## src/rtl/vote_pkg.sv

```systemverilog
// -----------------------------------------------------------------------------
// vote_pkg
// Shared definitions for the weighted voting session controller:
//   - default voter counts, weights, tally width and round window
//   - tally_max(): all-ones value for a tally of a given width
//   - TALLY_MAX: saturation value for the default tally width
//   - vote_state_e: session FSM states
// No ports (package).
// -----------------------------------------------------------------------------
package vote_pkg;

  localparam int unsigned DEF_NP_W        = 32;
  localparam int unsigned DEF_VIP_W       = 8;
  localparam int unsigned DEF_NP_WEIGHT   = 1;
  localparam int unsigned DEF_VIP_WEIGHT  = 4;
  localparam int unsigned DEF_VVIP_WEIGHT = 16;
  localparam int unsigned DEF_TALLY_W     = 8;
  localparam int unsigned DEF_WINDOW      = 16;

  function automatic int unsigned tally_max(input int unsigned width);
    return (32'd1 << width) - 32'd1;
  endfunction

  localparam int unsigned TALLY_MAX = tally_max(DEF_TALLY_W);

  typedef enum logic [1:0] {
    StIdle,
    StOpen,
    StEval,
    StReport
  } vote_state_e;

endpackage

```

## src/rtl/vote_session_ctrl_if.sv

```systemverilog
// -----------------------------------------------------------------------------
// vote_session_ctrl_if
// Control, voter and status bundle between the system sequencer and the
// voting session controller.
//   master (sequencer): drives start, close, threshold, np, vip, vvip;
//                       observes busy, vote_open, tally, done, pass, round_cnt
//   slave  (controller): the mirror image
// -----------------------------------------------------------------------------
interface vote_session_ctrl_if
  import vote_pkg::*;
#(
  parameter int unsigned NP_W    = DEF_NP_W,
  parameter int unsigned VIP_W   = DEF_VIP_W,
  parameter int unsigned TALLY_W = DEF_TALLY_W
);

  logic               start;
  logic               close;
  logic [TALLY_W-1:0] threshold;
  logic [NP_W-1:0]    np;
  logic [VIP_W-1:0]   vip;
  logic               vvip;

  logic               busy;
  logic               vote_open;
  logic [TALLY_W-1:0] tally;
  logic               done;
  logic               pass;
  logic [7:0]         round_cnt;

  modport master (
    output start, close, threshold, np, vip, vvip,
    input  busy, vote_open, tally, done, pass, round_cnt
  );

  modport slave (
    input  start, close, threshold, np, vip, vvip,
    output busy, vote_open, tally, done, pass, round_cnt
  );

endinterface

```

## src/rtl/vote_tally.sv

```systemverilog
// -----------------------------------------------------------------------------
// vote_tally
// Per-round voted masks, first-vote detection, weighted popcount and a
// saturating tally accumulator.
// Ports:
//   clk      in   clock, rising edge
//   reset    in   synchronous active-high reset
//   i_clear  in   clear masks and tally (new round accepted)
//   i_enable in   count votes this cycle (round open)
//   i_np     in   normal voter levels
//   i_vip    in   VIP voter levels
//   i_vvip   in   VVIP voter level
//   o_tally  out  registered saturating tally
// -----------------------------------------------------------------------------
module vote_tally
  import vote_pkg::*;
#(
  parameter int unsigned NP_W        = DEF_NP_W,
  parameter int unsigned VIP_W       = DEF_VIP_W,
  parameter int unsigned NP_WEIGHT   = DEF_NP_WEIGHT,
  parameter int unsigned VIP_WEIGHT  = DEF_VIP_WEIGHT,
  parameter int unsigned VVIP_WEIGHT = DEF_VVIP_WEIGHT,
  parameter int unsigned TALLY_W     = DEF_TALLY_W
) (
  input  logic               clk,
  input  logic               reset,
  input  logic               i_clear,
  input  logic               i_enable,
  input  logic [NP_W-1:0]    i_np,
  input  logic [VIP_W-1:0]   i_vip,
  input  logic               i_vvip,
  output logic [TALLY_W-1:0] o_tally
);

  localparam int unsigned SUM_W = TALLY_W + 2;
  localparam logic [SUM_W-1:0] SAT = SUM_W'(tally_max(TALLY_W));

  logic [NP_W-1:0]    r_np_voted;
  logic [VIP_W-1:0]   r_vip_voted;
  logic               r_vvip_voted;
  logic [TALLY_W-1:0] r_tally;

  logic [NP_W-1:0]    w_np_new;
  logic [VIP_W-1:0]   w_vip_new;
  logic               w_vvip_new;
  logic [31:0]        w_inc_raw;
  logic [SUM_W-1:0]   w_inc;
  logic [SUM_W-1:0]   w_sum;

  always_comb begin
    // A voter counts only on its first high level within the round.
    w_np_new   = i_np & ~r_np_voted;
    w_vip_new  = i_vip & ~r_vip_voted;
    w_vvip_new = i_vvip & ~r_vvip_voted;

    w_inc_raw = '0;
    for (int i = 0; i < int'(NP_W); i++) begin
      w_inc_raw = w_inc_raw + (w_np_new[i] ? NP_WEIGHT : 32'd0);
    end
    for (int i = 0; i < int'(VIP_W); i++) begin
      w_inc_raw = w_inc_raw + (w_vip_new[i] ? VIP_WEIGHT : 32'd0);
    end
    w_inc_raw = w_inc_raw + (w_vvip_new ? VVIP_WEIGHT : 32'd0);

    // Any increment at or above the saturation value saturates anyway, so
    // clamp it before the narrow add to keep large weights from wrapping.
    w_inc = (w_inc_raw > 32'(SAT)) ? SAT : w_inc_raw[SUM_W-1:0];
    w_sum = {2'b00, r_tally} + w_inc;
  end

  always_ff @(posedge clk) begin
    if (reset || i_clear) begin
      r_np_voted   <= '0;
      r_vip_voted  <= '0;
      r_vvip_voted <= 1'b0;
      r_tally      <= '0;
    end else if (i_enable) begin
      r_np_voted   <= r_np_voted | i_np;
      r_vip_voted  <= r_vip_voted | i_vip;
      r_vvip_voted <= r_vvip_voted | i_vvip;
      r_tally      <= (w_sum > SAT) ? SAT[TALLY_W-1:0] : w_sum[TALLY_W-1:0];
    end
  end

  assign o_tally = r_tally;

endmodule

```

## src/rtl/vote_session_ctrl.sv

```systemverilog
// -----------------------------------------------------------------------------
// vote_session_ctrl
// Voting round controller: opens a round on start, keeps it open for at most
// WINDOW cycles (or until close), evaluates the tally against the threshold
// latched at start, then pulses done for one cycle with the pass result.
// Ports:
//   clk    in   clock, rising edge
//   reset  in   synchronous active-high reset (discards any round in flight)
//   bus    slave modport of vote_session_ctrl_if:
//            start/close/threshold  sequencer controls
//            np/vip/vvip            raw voter levels
//            busy/vote_open/done    session status
//            tally/pass/round_cnt   round results
// -----------------------------------------------------------------------------
module vote_session_ctrl
  import vote_pkg::*;
#(
  parameter int unsigned NP_W        = DEF_NP_W,
  parameter int unsigned VIP_W       = DEF_VIP_W,
  parameter int unsigned NP_WEIGHT   = DEF_NP_WEIGHT,
  parameter int unsigned VIP_WEIGHT  = DEF_VIP_WEIGHT,
  parameter int unsigned VVIP_WEIGHT = DEF_VVIP_WEIGHT,
  parameter int unsigned TALLY_W     = DEF_TALLY_W,
  parameter int unsigned WINDOW      = DEF_WINDOW
) (
  input  logic               clk,
  input  logic               reset,
  vote_session_ctrl_if.slave bus
);

  localparam int unsigned TIMER_W = (WINDOW > 1) ? $clog2(WINDOW) : 1;
  localparam logic [TIMER_W-1:0] TIMER_LOAD = TIMER_W'(WINDOW - 1);

  vote_state_e        r_state;
  vote_state_e        w_state_next;
  logic [TIMER_W-1:0] r_timer;
  logic [TALLY_W-1:0] r_threshold;
  logic               r_pass;
  logic [7:0]         r_round_cnt;

  logic               w_accept_start;
  logic               w_tally_clear;
  logic               w_tally_enable;
  logic [TALLY_W-1:0] w_tally;

  // State register.
  always_ff @(posedge clk) begin
    if (reset) begin
      r_state <= StIdle;
    end else begin
      r_state <= w_state_next;
    end
  end

  // Next-state logic.
  always_comb begin
    w_state_next = r_state;
    unique case (r_state)
      StIdle:   if (bus.start) w_state_next = StOpen;
      StOpen:   if (bus.close || (r_timer == '0)) w_state_next = StEval;
      StEval:   w_state_next = StReport;
      StReport: w_state_next = StIdle;
      default:  w_state_next = StIdle;
    endcase
  end

  // Outputs and datapath controls decoded from the current state.
  always_comb begin
    w_accept_start = (r_state == StIdle) && bus.start;
    w_tally_clear  = w_accept_start;
    w_tally_enable = (r_state == StOpen);
    bus.busy       = (r_state != StIdle);
    bus.vote_open  = (r_state == StOpen);
    bus.done       = (r_state == StReport);
    bus.tally      = w_tally;
    bus.pass       = r_pass;
    bus.round_cnt  = r_round_cnt;
  end

  // Timer, threshold latch and round results.
  always_ff @(posedge clk) begin
    if (reset) begin
      r_timer     <= '0;
      r_threshold <= '0;
      r_pass      <= 1'b0;
      r_round_cnt <= '0;
    end else begin
      if (w_accept_start) begin
        r_timer     <= TIMER_LOAD;
        r_threshold <= bus.threshold;
        r_pass      <= 1'b0;
      end else if ((r_state == StOpen) && (r_timer != '0)) begin
        r_timer <= r_timer - TIMER_W'(1);
      end
      // Loaded on the edge into REPORT so pass and round_cnt line up with done.
      if (r_state == StEval) begin
        r_pass      <= (w_tally >= r_threshold);
        r_round_cnt <= r_round_cnt + 8'd1;
      end
    end
  end

  vote_tally #(
    .NP_W        (NP_W),
    .VIP_W       (VIP_W),
    .NP_WEIGHT   (NP_WEIGHT),
    .VIP_WEIGHT  (VIP_WEIGHT),
    .VVIP_WEIGHT (VVIP_WEIGHT),
    .TALLY_W     (TALLY_W)
  ) u_tally (
    .clk      (clk),
    .reset    (reset),
    .i_clear  (w_tally_clear),
    .i_enable (w_tally_enable),
    .i_np     (bus.np),
    .i_vip    (bus.vip),
    .i_vvip   (bus.vvip),
    .o_tally  (w_tally)
  );

endmodule

```

## src/flat_wrapper.sv

```systemverilog
// flat-port wrapper written by rule: the top's interface ports become plain ports
module vote_session_ctrl_flat import vote_pkg::*;
#(
  parameter int unsigned NP_W        = DEF_NP_W,
  parameter int unsigned VIP_W       = DEF_VIP_W,
  parameter int unsigned NP_WEIGHT   = DEF_NP_WEIGHT,
  parameter int unsigned VIP_WEIGHT  = DEF_VIP_WEIGHT,
  parameter int unsigned VVIP_WEIGHT = DEF_VVIP_WEIGHT,
  parameter int unsigned TALLY_W     = DEF_TALLY_W,
  parameter int unsigned WINDOW      = DEF_WINDOW
)
  (clk, reset, bus_start, bus_close, bus_threshold, bus_np, bus_vip, bus_vvip, bus_busy, bus_vote_open, bus_tally, bus_done, bus_pass, bus_round_cnt);
  vote_session_ctrl_if #(.NP_W(NP_W), .VIP_W(VIP_W), .TALLY_W(TALLY_W)) bus_i ();
  input  logic clk;
  input  logic reset;
  input wire logic [$bits(bus_i.start)-1:0] bus_start;
  input wire logic [$bits(bus_i.close)-1:0] bus_close;
  input wire logic [$bits(bus_i.threshold)-1:0] bus_threshold;
  input wire logic [$bits(bus_i.np)-1:0] bus_np;
  input wire logic [$bits(bus_i.vip)-1:0] bus_vip;
  input wire logic [$bits(bus_i.vvip)-1:0] bus_vvip;
  output wire logic [$bits(bus_i.busy)-1:0] bus_busy;
  output wire logic [$bits(bus_i.vote_open)-1:0] bus_vote_open;
  output wire logic [$bits(bus_i.tally)-1:0] bus_tally;
  output wire logic [$bits(bus_i.done)-1:0] bus_done;
  output wire logic [$bits(bus_i.pass)-1:0] bus_pass;
  output wire logic [$bits(bus_i.round_cnt)-1:0] bus_round_cnt;
  assign bus_i.start = bus_start;
  assign bus_i.close = bus_close;
  assign bus_i.threshold = bus_threshold;
  assign bus_i.np = bus_np;
  assign bus_i.vip = bus_vip;
  assign bus_i.vvip = bus_vvip;
  assign bus_busy = bus_i.busy;
  assign bus_vote_open = bus_i.vote_open;
  assign bus_tally = bus_i.tally;
  assign bus_done = bus_i.done;
  assign bus_pass = bus_i.pass;
  assign bus_round_cnt = bus_i.round_cnt;
  vote_session_ctrl #(.NP_W(NP_W), .VIP_W(VIP_W), .NP_WEIGHT(NP_WEIGHT), .VIP_WEIGHT(VIP_WEIGHT), .VVIP_WEIGHT(VVIP_WEIGHT), .TALLY_W(TALLY_W), .WINDOW(WINDOW)) u_core (.clk(clk), .reset(reset), .bus(bus_i));
endmodule
```

## config.mk

```make
export PLATFORM = sky130hd
export DESIGN_NAME = vote_session_ctrl_flat
export DESIGN_NICKNAME = d
export VERILOG_FILES = /design/src/rtl/vote_pkg.sv /design/src/rtl/vote_session_ctrl_if.sv /design/src/rtl/vote_tally.sv /design/src/rtl/vote_session_ctrl.sv /design/src/flat_wrapper.sv
export SDC_FILE = /design/constraint.sdc
export NUM_CORES = 1
export LEC_CHECK = 0
export ABC_CLOCK_PERIOD_IN_PS = 6650
export CORE_MARGIN = 2
export CORE_UTILIZATION = 40
export DETAILED_ROUTE_END_ITERATION = 8
export PLACE_DENSITY = 0.65
export SLEW_MARGIN = 0
export SYNTH_ARGS = -nofsm -noshare
export SYNTH_HDL_FRONTEND = slang
export SYNTH_SLANG_ARGS = --single-unit
export TNS_END_PERCENT = 1
```

## constraint.sdc

```tcl
create_clock -name clk -period 6.65 [get_ports clk]
set_input_delay 1.33 -clock clk [delete_from_list [all_inputs] [get_ports clk]]
set_output_delay 1.33 -clock clk [all_outputs]
set_load 0.01 [all_outputs]
```

==> flow_metrics.env, run 1 <==
export IMPL_status="complete, but fails checks"
export IMPL_violations="setup timing"
export IMPL_drtIter0Drc=123
export IMPL_slew_headroom_pct=25.6
export IMPL_mostFrequentLayoutCell="dfxtp_1"
export IMPL_synth_edff_count=0
export IMPL_dieArea_um2=11700
export IMPL_holdBufCountCts=0
export IMPL_clock_latency_ns=0.35
export IMPL_initial_utilization_pct=41.6
export IMPL_fin_crit_sh_pct=102
export IMPL_clk_pin_slew_ns=0.07
export IMPL_cts_sinks=72
export IMPL_async_flop_share_pct=0
export IMPL_synth_cell_types=38
export IMPL_required_ns=6.88
export IMPL_rsz0062_at_grt="yes"
export IMPL_dpl_cell_area_um2=5300
export IMPL_synth_area_top_cells="dfxtp_1 33%, fa_1 14%, ha_1 12%"
export IMPL_path_cells="buf_6 -> nor2b_4 -> fa_1 -> inv_2 -> fa_2 -> fa_2 -> fa_1 -> fa_1 -> inv_2 -> fa_1 -> ha_2 -> inv_2 -> fa_2 -> nor2b_4 -> o21ai_2 -> a21boi_2 -> nor2_1 -> ha_1 -> a21o_1 -> a21o_1 -> a211oi_2 -> xor2_1 -> a21oi_2"
export IMPL_clk_path_buf_depth=2
export IMPL_grt_pass1_vias=3452
export IMPL_vias_per_cell=4.79
export IMPL_grt_pass1_wl_um=15400
export IMPL_antenna_cells=0
export IMPL_grt_start_max_net_pins=55
export IMPL_cp_data_arrival_time_ns=7.04
export IMPL_nets=698
export IMPL_core_area_um2=10400
export IMPL_worst_pin_slew_ns=1.12
export IMPL_ys_flop_type="dfxtp_1"
export IMPL_wl_per_cell_um=12.5
export IMPL_finalWorstSetupSlack_ns=-0.153
export IMPL_cts_made_buffers=9
export IMPL_area_growth_pct=29.9
export IMPL_max_stage_delay_ns=0.58
export IMPL_fp_dieW_um=108
export IMPL_antenna_left=0
export IMPL_synth_top_area_share_pct=33.3
export IMPL_gr_total_overflow=0
export IMPL_synth_area_per_cell_um2=8.87
export IMPL_synthCells=488
export IMPL_finalHoldViolations=0
export IMPL_grt_usage_pct=16.7
export IMPL_max_freq_mhz=147
export IMPL_cp_start_kind="input pin"
export IMPL_crit_path_end_kind="register"
export IMPL_crit_fanout=4
export IMPL_rows=37
export IMPL_min_period_ns=6.80
export IMPL_finalSetupViolCount=8
export IMPL_hold_class="reg2reg"
export IMPL_gp_congestion=0.838
export IMPL_yosysWarnings=0
export IMPL_drive_gt1_share_pct=12.8
export IMPL_synth_area_um2=4330
export IMPL_hpwl_um=6810
export IMPL_cp_slowest_cell="fa_2"
export IMPL_post_route_drc_count=0
export IMPL_hold_ws_ns=0.462
export IMPL_max_cap_viol_count=0
export IMPL_final_cell_mix="72 x dfxtp_1, 67 x a21oi_1, 59 x nor2_1"
export IMPL_finalMaxSlewViolations=0
export IMPL_ctsHtreeMaxLevel=3
export IMPL_critPathKind="in2reg"
export IMPL_dr_total_vias=3433
export IMPL_fin_skew_ns=0.0128
export IMPL_yosysTopAreaCell="dfxtp_1"
export IMPL_synth_nets=611
export IMPL_cts_tree="done"
export IMPL_antenna_found_initial=0
export IMPL_ys_seq_area_share_pct=33.3
export IMPL_ys_ff_latch=72
export IMPL_firstDrtPassIters=4
export IMPL_die_y_um=108
export IMPL_r2r_slack_ns=0.61
export IMPL_stdcell_area_um2=5630
export IMPL_io_buffers=72
export IMPL_clockRootBuffer="clkbuf_8"
export IMPL_worst_path_buf_inv=4
export IMPL_path_delay_family="adder cells"
export IMPL_pin_count=73
export IMPL_critPathMostFrequentCell="fa_1"
export IMPL_totalWireLength_um=8980
-- through the flow --
step                instances  TNS, ns  setup slack (ns)  utilization [%]
floorplan                 488  -0.0493           -0.0164                -
global placement          697    -4.82            -0.626             50.9
detailed placement        697    -5.34            -0.677             50.9
CTS                       713    -2.08            -0.296             52.8
global route              716    -2.53            -0.413             54.0
finish                    716   -0.555            -0.153             54.0
-- cell type report --
type,instances,area [um^2]
repair buffers,93,896
clock inverters,7,72.6
multi-input cells,343,2710
fillers,969,4790
well taps,136,170
clock buffers,9,124
inverters,56,210
flip-flops and latches,72,1440
-- final timing paths --
kind / cells past startpoint / from / end
max: 23 / bus_np[3] / u_core.u_tally.o_tally[7]
min: 2 / u_core.r_threshold[1] / u_core.r_threshold[1]
max reg2reg: 22 / u_core.u_tally.r_np_voted[3] / u_core.u_tally.o_tally[7]
min reg2reg: 2 / u_core.r_threshold[1] / u_core.r_threshold[1]
-- Yosys cell counts (all sizes together) (2+ instances only) --
library cell and instances:
xor2 10, mux2i 3, nand2b 32, xnor2 5
nand2 23, buf 3, nor2 59, nor3 2
inv 56, a21o 8, nand4 3, o21ai 17
dfxtp 72, nor4 2, or3 2, clkbuf 14
a21oi 70, ha 40, o211a 2, nor2b 16
nand3 2, fa 30, a211oi 5
-- timing repair --
item                                    4_1_cts  5_1_grt
pin swaps                                     6       33
gates cloned                                  0        0
endpoints found under the hold margin         0        0
endpoints found under the setup margin        8        8
setup buffers                                 0        3
gates resized for setup                       4       49
-- tightest hold or removal path, stage by stage (launching register included) --
cell and delay (ns):
dfxtp_1 0.31, nand2_1 0.05, a21oi_1 0.06
-- logic make-up (layout without fill, tap and decap cells) --
| kind of cell | Yosys count | after routing | synth area share [%] |
|---|---|---|---|
| mux | 3 | 3 | 0.694 |
| flops | 72 | 72 | 33.3 |
| compound gates | 110 | 110 | 14.7 |
| buf+inv | 73 | 165 | 6.42 |
| xor+xnor | 15 | 15 | 3.03 |
| fa+ha+maj | 70 | 70 | 25.4 |
| simple gates | 145 | 145 | 16.4 |
-- flip-flops by register name (all words and copies together) (netlist names) --
signal	count
u_core.r_timer	4
u_core.r_threshold	8
u_core.bus.pass	1
u_core.u_tally.r_vvip_voted	1
u_core.u_tally.r_np_voted	32
u_core.u_tally.r_vip_voted	8
u_core.r_state	2
u_core.bus.round_cnt	8
u_core.u_tally.o_tally	8
-- routing by layer --
| metal | global-route usage, % | wire [um] |
|---|---|---|
| met1 | 22.0 | 4240 |
| met2 | 26.8 | 4240 |
| met3 | 3.92 | 376 |
| met4 | 5.77 | 134 |
| met5 | 0 | 0 |
Power of run 1 is not shown: default switching activity piles up to over one toggle a cycle in this logic, so the estimate is an artifact.
==> inputs of run 2 (changes only) <==
- CORE_UTILIZATION: 40 -> 49
- GPL_ROUTABILITY_DRIVEN: default -> 0
- PLACE_DENSITY: 0.65 -> 0.77
==> run 2 against run 1 <==
  * The flow now finishes without violations
  * First-iteration DRC count up 54%
  * Worst hold slack worse by 0.0041 ns
  * Global-route usage up 3.6 points
  * Non-clock buffer count unchanged
  * Critical path depth unchanged
  * Core utilization up 10 points
  * Via count up 3.1%
  * Final cell count down 3.9%
  * Largest cell class unchanged
==> flow_metrics.env, run 2 (synthesis results as in run 1) <==
export IMPL_dpl_cell_area_um2=5260
export IMPL_max_stage_delay_ns=0.59
export IMPL_grt_usage_pct=20.3
export IMPL_finalMaxSlewViolations=0
export IMPL_worst_pin_slew_ns=1.09
export IMPL_area_growth_pct=27.9
export IMPL_critPathKind="in2reg"
export IMPL_min_delay_path_depth=2
export IMPL_crit_path_end_kind="register"
export IMPL_dr_total_vias=3539
export IMPL_finalHoldViolations=0
export IMPL_io_buffers=72
export IMPL_max_cap_viol_count=0
export IMPL_vias_per_cell=5.14
export IMPL_pre_cts_ws_ns=-0.768
export IMPL_initial_utilization_pct=50.1
export IMPL_final_cell_mix="72 x dfxtp_1, 66 x a21oi_1, 59 x nor2_1"
export IMPL_nets=698
export IMPL_hpwl_um=6800
export IMPL_required_ns=6.89
export IMPL_fin_skew_ns=0.00762
export IMPL_fp_dieW_um=98.0
export IMPL_path_delay_family="adder cells"
export IMPL_regMostFlops="u_core.u_tally.r_np_voted"
export IMPL_grt_start_max_net_pins=55
export IMPL_dieArea_um2=9600
export IMPL_antenna_cells=0
export IMPL_firstDrtPassIters=4
export IMPL_path_cells="buf_6 -> nor2b_4 -> fa_1 -> inv_2 -> fa_2 -> fa_2 -> fa_1 -> fa_1 -> inv_1 -> fa_1 -> ha_2 -> inv_2 -> fa_2 -> nor2b_4 -> o21ai_2 -> a21boi_2 -> nor2_1 -> ha_1 -> a21o_1 -> a21o_1 -> a211oi_2 -> xor2_1 -> a21oi_1"
export IMPL_rsz0062_at_grt="yes"
export IMPL_clockRootBuffer="clkbuf_8"
export IMPL_cp_num_cells=23
export IMPL_antenna_found_initial=0
export IMPL_min_period_ns=6.63
export IMPL_cp_start_kind="input pin"
export IMPL_clk_path_buf_depth=2
export IMPL_ctsHtreeMaxLevel=3
export IMPL_mostFrequentLayoutCell="dfxtp_1"
export IMPL_worst_path_buf_inv=4
export IMPL_pin_count=73
export IMPL_post_route_drc_count=0
export IMPL_final_core_utilization_pct=64.1
export IMPL_critPathMostFrequentCell="fa_1"
export IMPL_clock_latency_ns=0.35
export IMPL_drtIter0Drc=189
export IMPL_rr_worst_depth=21
export IMPL_rows=34
export IMPL_stdcell_area_um2=5540
export IMPL_clk_pin_slew_ns=0.08
export IMPL_finalWorstSetupSlack_ns=0.0185
export IMPL_largest_reg_flops=32
export IMPL_max_freq_mhz=151
export IMPL_drive_gt1_share_pct=14.1
export IMPL_hold_class="reg2reg"
export IMPL_cts_sinks=72
export IMPL_antenna_left=0
export IMPL_die_y_um=98.0
export IMPL_grt_pass1_vias=3568
export IMPL_cp_slowest_cell="fa_2"
export IMPL_totalWireLength_um=9310
export IMPL_fin_crit_sh_pct=99.7
export IMPL_finalSetupViolCount=0
export IMPL_grt_pass1_wl_um=15800
export IMPL_core_area_um2=8640
export IMPL_cts_tree="done"
export IMPL_gr_total_overflow=0
export IMPL_status="finished clean"
export IMPL_cp_data_arrival_time_ns=6.87
export IMPL_wl_per_cell_um=13.5
export IMPL_slew_headroom_pct=27.0
export IMPL_crit_fanout=3
export IMPL_holdBufCountCts=0
export IMPL_cts_made_buffers=9
export IMPL_hold_ws_ns=0.458
==> run 2: stage by stage <==
stage,cells,setup TNS (ns)
floorplan,488,-0.0493
global placement,669,-4.80
detailed placement,669,-6.04
CTS,688,-0.614
global route,688,-0.942
finish,688,0
==> run 2: tightest hold or removal path, cell delays in order (launching register included) <==
cell	delay, ns
dfxtp_1	0.31
nand2_1	0.05
a21oi_1	0.05
==> run 2: worst paths after layout <==
path / from / slack (ns) / endpoint
worst min-delay path: u_core.r_threshold[1] / 0.46 / u_core.r_threshold[1]
worst min register to register: u_core.r_threshold[1] / 0.46 / u_core.r_threshold[1]
worst max register to register: u_core.u_tally.r_np_voted[17] / 0.74 / u_core.u_tally.o_tally[7]
worst max-delay path: bus_np[1] / 0.02 / u_core.u_tally.o_tally[7]
==> run 2: final cells by class <==
| class | count | area, um^2 |
|---|---|---|
| fillers | 732 | 3100 |
| clock buffers | 11 | 151 |
| repair buffers | 93 | 823 |
| flip-flops and latches | 72 | 1440 |
| well taps | 108 | 135 |
| inverters | 56 | 210 |
| clock inverters | 5 | 55.1 |
| multi-input cells | 343 | 2720 |
==> run 2: what timing repair did <==
| action | in CTS | in global routing |
|---|---|---|
| resized for setup | 60 | 20 |
| endpoints found under the hold margin | 0 | 0 |
| pin swaps | 37 | 27 |
| buffers inserted | 3 | 0 |
| setup endpoints to repair | 8 | 8 |
==> run 2: per-layer routing <==
metal  routed length [um]  track usage, %
met2                 4630            34.2
met4                  184            6.73
met1                 4090            25.0
met5                    0               0
met3                  409            5.94
Power of run 2 is left out for the same reason.
==> inputs of run 3 (changes only) <==
- SKIP_LAST_GASP: default -> 1
==> run 3 against run 2 <==
  * Final cell count did not move
  * Die area did not move
  * Via count fell by 0.14%
  * First-iteration DRC count fell by 4.8%
  * Core utilization fell by 0.10 points
  * Register-to-register slack barely moved
  * Worst setup slack improved by 0.0069 ns
  * Global-route usage did not move
  * Worst hold slack got worse by 0.00058 ns
  * Routed wire length fell by 0.17%
  * Clock skew barely moved
  * Largest cell class unchanged
==> flow_metrics.env, run 3 (synthesis results as in run 1) <==
export IMPL_status="finished clean"
export IMPL_slew_headroom_pct=28.0
export IMPL_fin_skew_ns=0.00743
export IMPL_pin_count=73
export IMPL_hold_ws_ns=0.457
export IMPL_grt_busiest_layer="met2"
export IMPL_cts_sinks=72
export IMPL_min_period_ns=6.62
export IMPL_gr_total_overflow=0
export IMPL_r2r_start="u_core.u_tally.r_np_voted[17]"
export IMPL_worst_pin_slew_ns=1.08
export IMPL_crit_fanout=3
export IMPL_wl_per_cell_um=13.5
export IMPL_dr_total_vias=3534
export IMPL_antenna_found_initial=0
export IMPL_crit_path_end_kind="register"
export IMPL_required_ns=6.89
export IMPL_worst_path_buf_inv=4
export IMPL_core_area_um2=8640
export IMPL_cts_tree="done"
export IMPL_dpl_cell_area_um2=5260
export IMPL_drive_gt1_share_pct=13.8
export IMPL_largest_reg_flops=32
export IMPL_initial_utilization_pct=50.1
export IMPL_mostFrequentLayoutCell="dfxtp_1"
export IMPL_max_cap_viol_count=0
export IMPL_use_met3_pct=5.94
export IMPL_critPathMostFrequentCell="fa_1"
export IMPL_stdcell_area_um2=5530
export IMPL_nets=698
export IMPL_rsz0062_at_grt="yes"
export IMPL_cts_made_buffers=9
export IMPL_critPathKind="in2reg"
export IMPL_io_buffers=72
export IMPL_totalWireLength_um=9300
export IMPL_path_cells="buf_6 -> nor2b_4 -> fa_1 -> inv_2 -> fa_2 -> fa_2 -> fa_1 -> fa_1 -> inv_1 -> fa_1 -> ha_2 -> inv_2 -> fa_2 -> nor2b_4 -> o21ai_2 -> a21boi_2 -> nor2_1 -> ha_1 -> a21o_1 -> a21o_1 -> a211oi_2 -> xor2_1 -> a21oi_1"
export IMPL_grt_pass1_vias=3567
export IMPL_grt_start_max_net_pins=55
export IMPL_hold_class="reg2reg"
export IMPL_clockRootBuffer="clkbuf_8"
export IMPL_multi_input_area_um2=2710
export IMPL_min_from="u_core.r_threshold[1]"
export IMPL_setup_tns_ns=0
export IMPL_fillers=734
export IMPL_max_freq_mhz=151
export IMPL_fp_dieW_um=98.0
export IMPL_drtIter0Drc=180
export IMPL_crit_path_start="bus_np[1]"
export IMPL_firstDrtPassIters=4
export IMPL_path_delay_family="adder cells"
export IMPL_holdBufCountCts=0
export IMPL_clk_path_buf_depth=2
export IMPL_finalMaxSlewViolations=0
export IMPL_antenna_left=0
export IMPL_post_route_drc_count=0
export IMPL_cp_data_arrival_time_ns=6.87
export IMPL_cp_start_kind="input pin"
export IMPL_cp_slowest_cell="fa_2"
export IMPL_clock_latency_ns=0.35
export IMPL_rows=34
export IMPL_antenna_cells=0
export IMPL_finalHoldViolations=0
export IMPL_ctsHtreeMaxLevel=3
export IMPL_regMostFlops="u_core.u_tally.r_np_voted"
export IMPL_grt_pass1_wl_um=15800
export IMPL_fin_crit_sh_pct=99.6
export IMPL_use_met2_pct=34.2
export IMPL_vias_per_cell=5.14
export IMPL_grt_usage_pct=20.3
export IMPL_dieArea_um2=9600
export IMPL_grtUsageMet1_pct=25.0
export IMPL_finalSetupViolCount=0
export IMPL_area_growth_pct=27.7
export IMPL_max_stage_delay_ns=0.59
export IMPL_hpwl_um=6800
export IMPL_die_y_um=98.0
export IMPL_area_sequential_um2=1440
export IMPL_clk_pin_slew_ns=0.08
export IMPL_final_cell_mix="72 x dfxtp_1, 67 x a21oi_1, 59 x nor2_1"
## run 3: cell count changes in the layout (fill, tap and decap cells not counted)
cell,previous run,this run
nand3_2,1,0
a21oi_2,4,3
a21oi_1,66,67
nand3_1,1,2
## run 3: worst paths after layout
path                          endpoint  slack, ns  depth (start not counted)
max          u_core.u_tally.o_tally[7]       0.03                         23
min              u_core.r_threshold[1]       0.46                          2
max reg2reg  u_core.u_tally.o_tally[7]       0.75                         21
min reg2reg      u_core.r_threshold[1]       0.46                          2
## run 3: per-layer routing
layer	up-vias	wire [um]
li1	1769	-
met1	1673	4060
met2	73	4640
met3	19	408
met4	0	187
met5	-	0
## run 3: what timing repair did
action,CTS,global route
pin swaps,37,27
endpoints found under the setup margin,8,8
endpoints found under the hold margin,0,0
gates resized for setup,60,18
buffers inserted,3,0
## run 3: through the flow
| step | setup slack [ns] | utilization, % | std cells |
|---|---|---|---|
| 3_3_place_gp | -0.630 | 61.0 | 669 |
| 6_report | 0.0254 | 64.0 | 688 |
| 2_1_floorplan | -0.0164 | - | 488 |
| 4_1_cts | -0.0996 | 64.1 | 688 |
| 5_1_grt | -0.154 | 64.0 | 688 |
| 3_5_place_dp | -0.768 | 61.0 | 669 |
## run 3: cell type report
type / instances / area share [%]
clock buffers: 11 / 2.74
clock inverters: 5 / 0.996
inverters: 56 / 3.80
multi-input cells: 343 / 49.1
flip-flops and latches: 72 / 26.1
well taps: 108 / 2.44
repair buffers: 93 / 14.9
## run 3: tightest hold or removal path, stage by stage, from the launching register on
cell	delay, ns
dfxtp_1	0.31
nand2_1	0.05
a21oi_1	0.05
Power of run 3 is left out for the same reason.
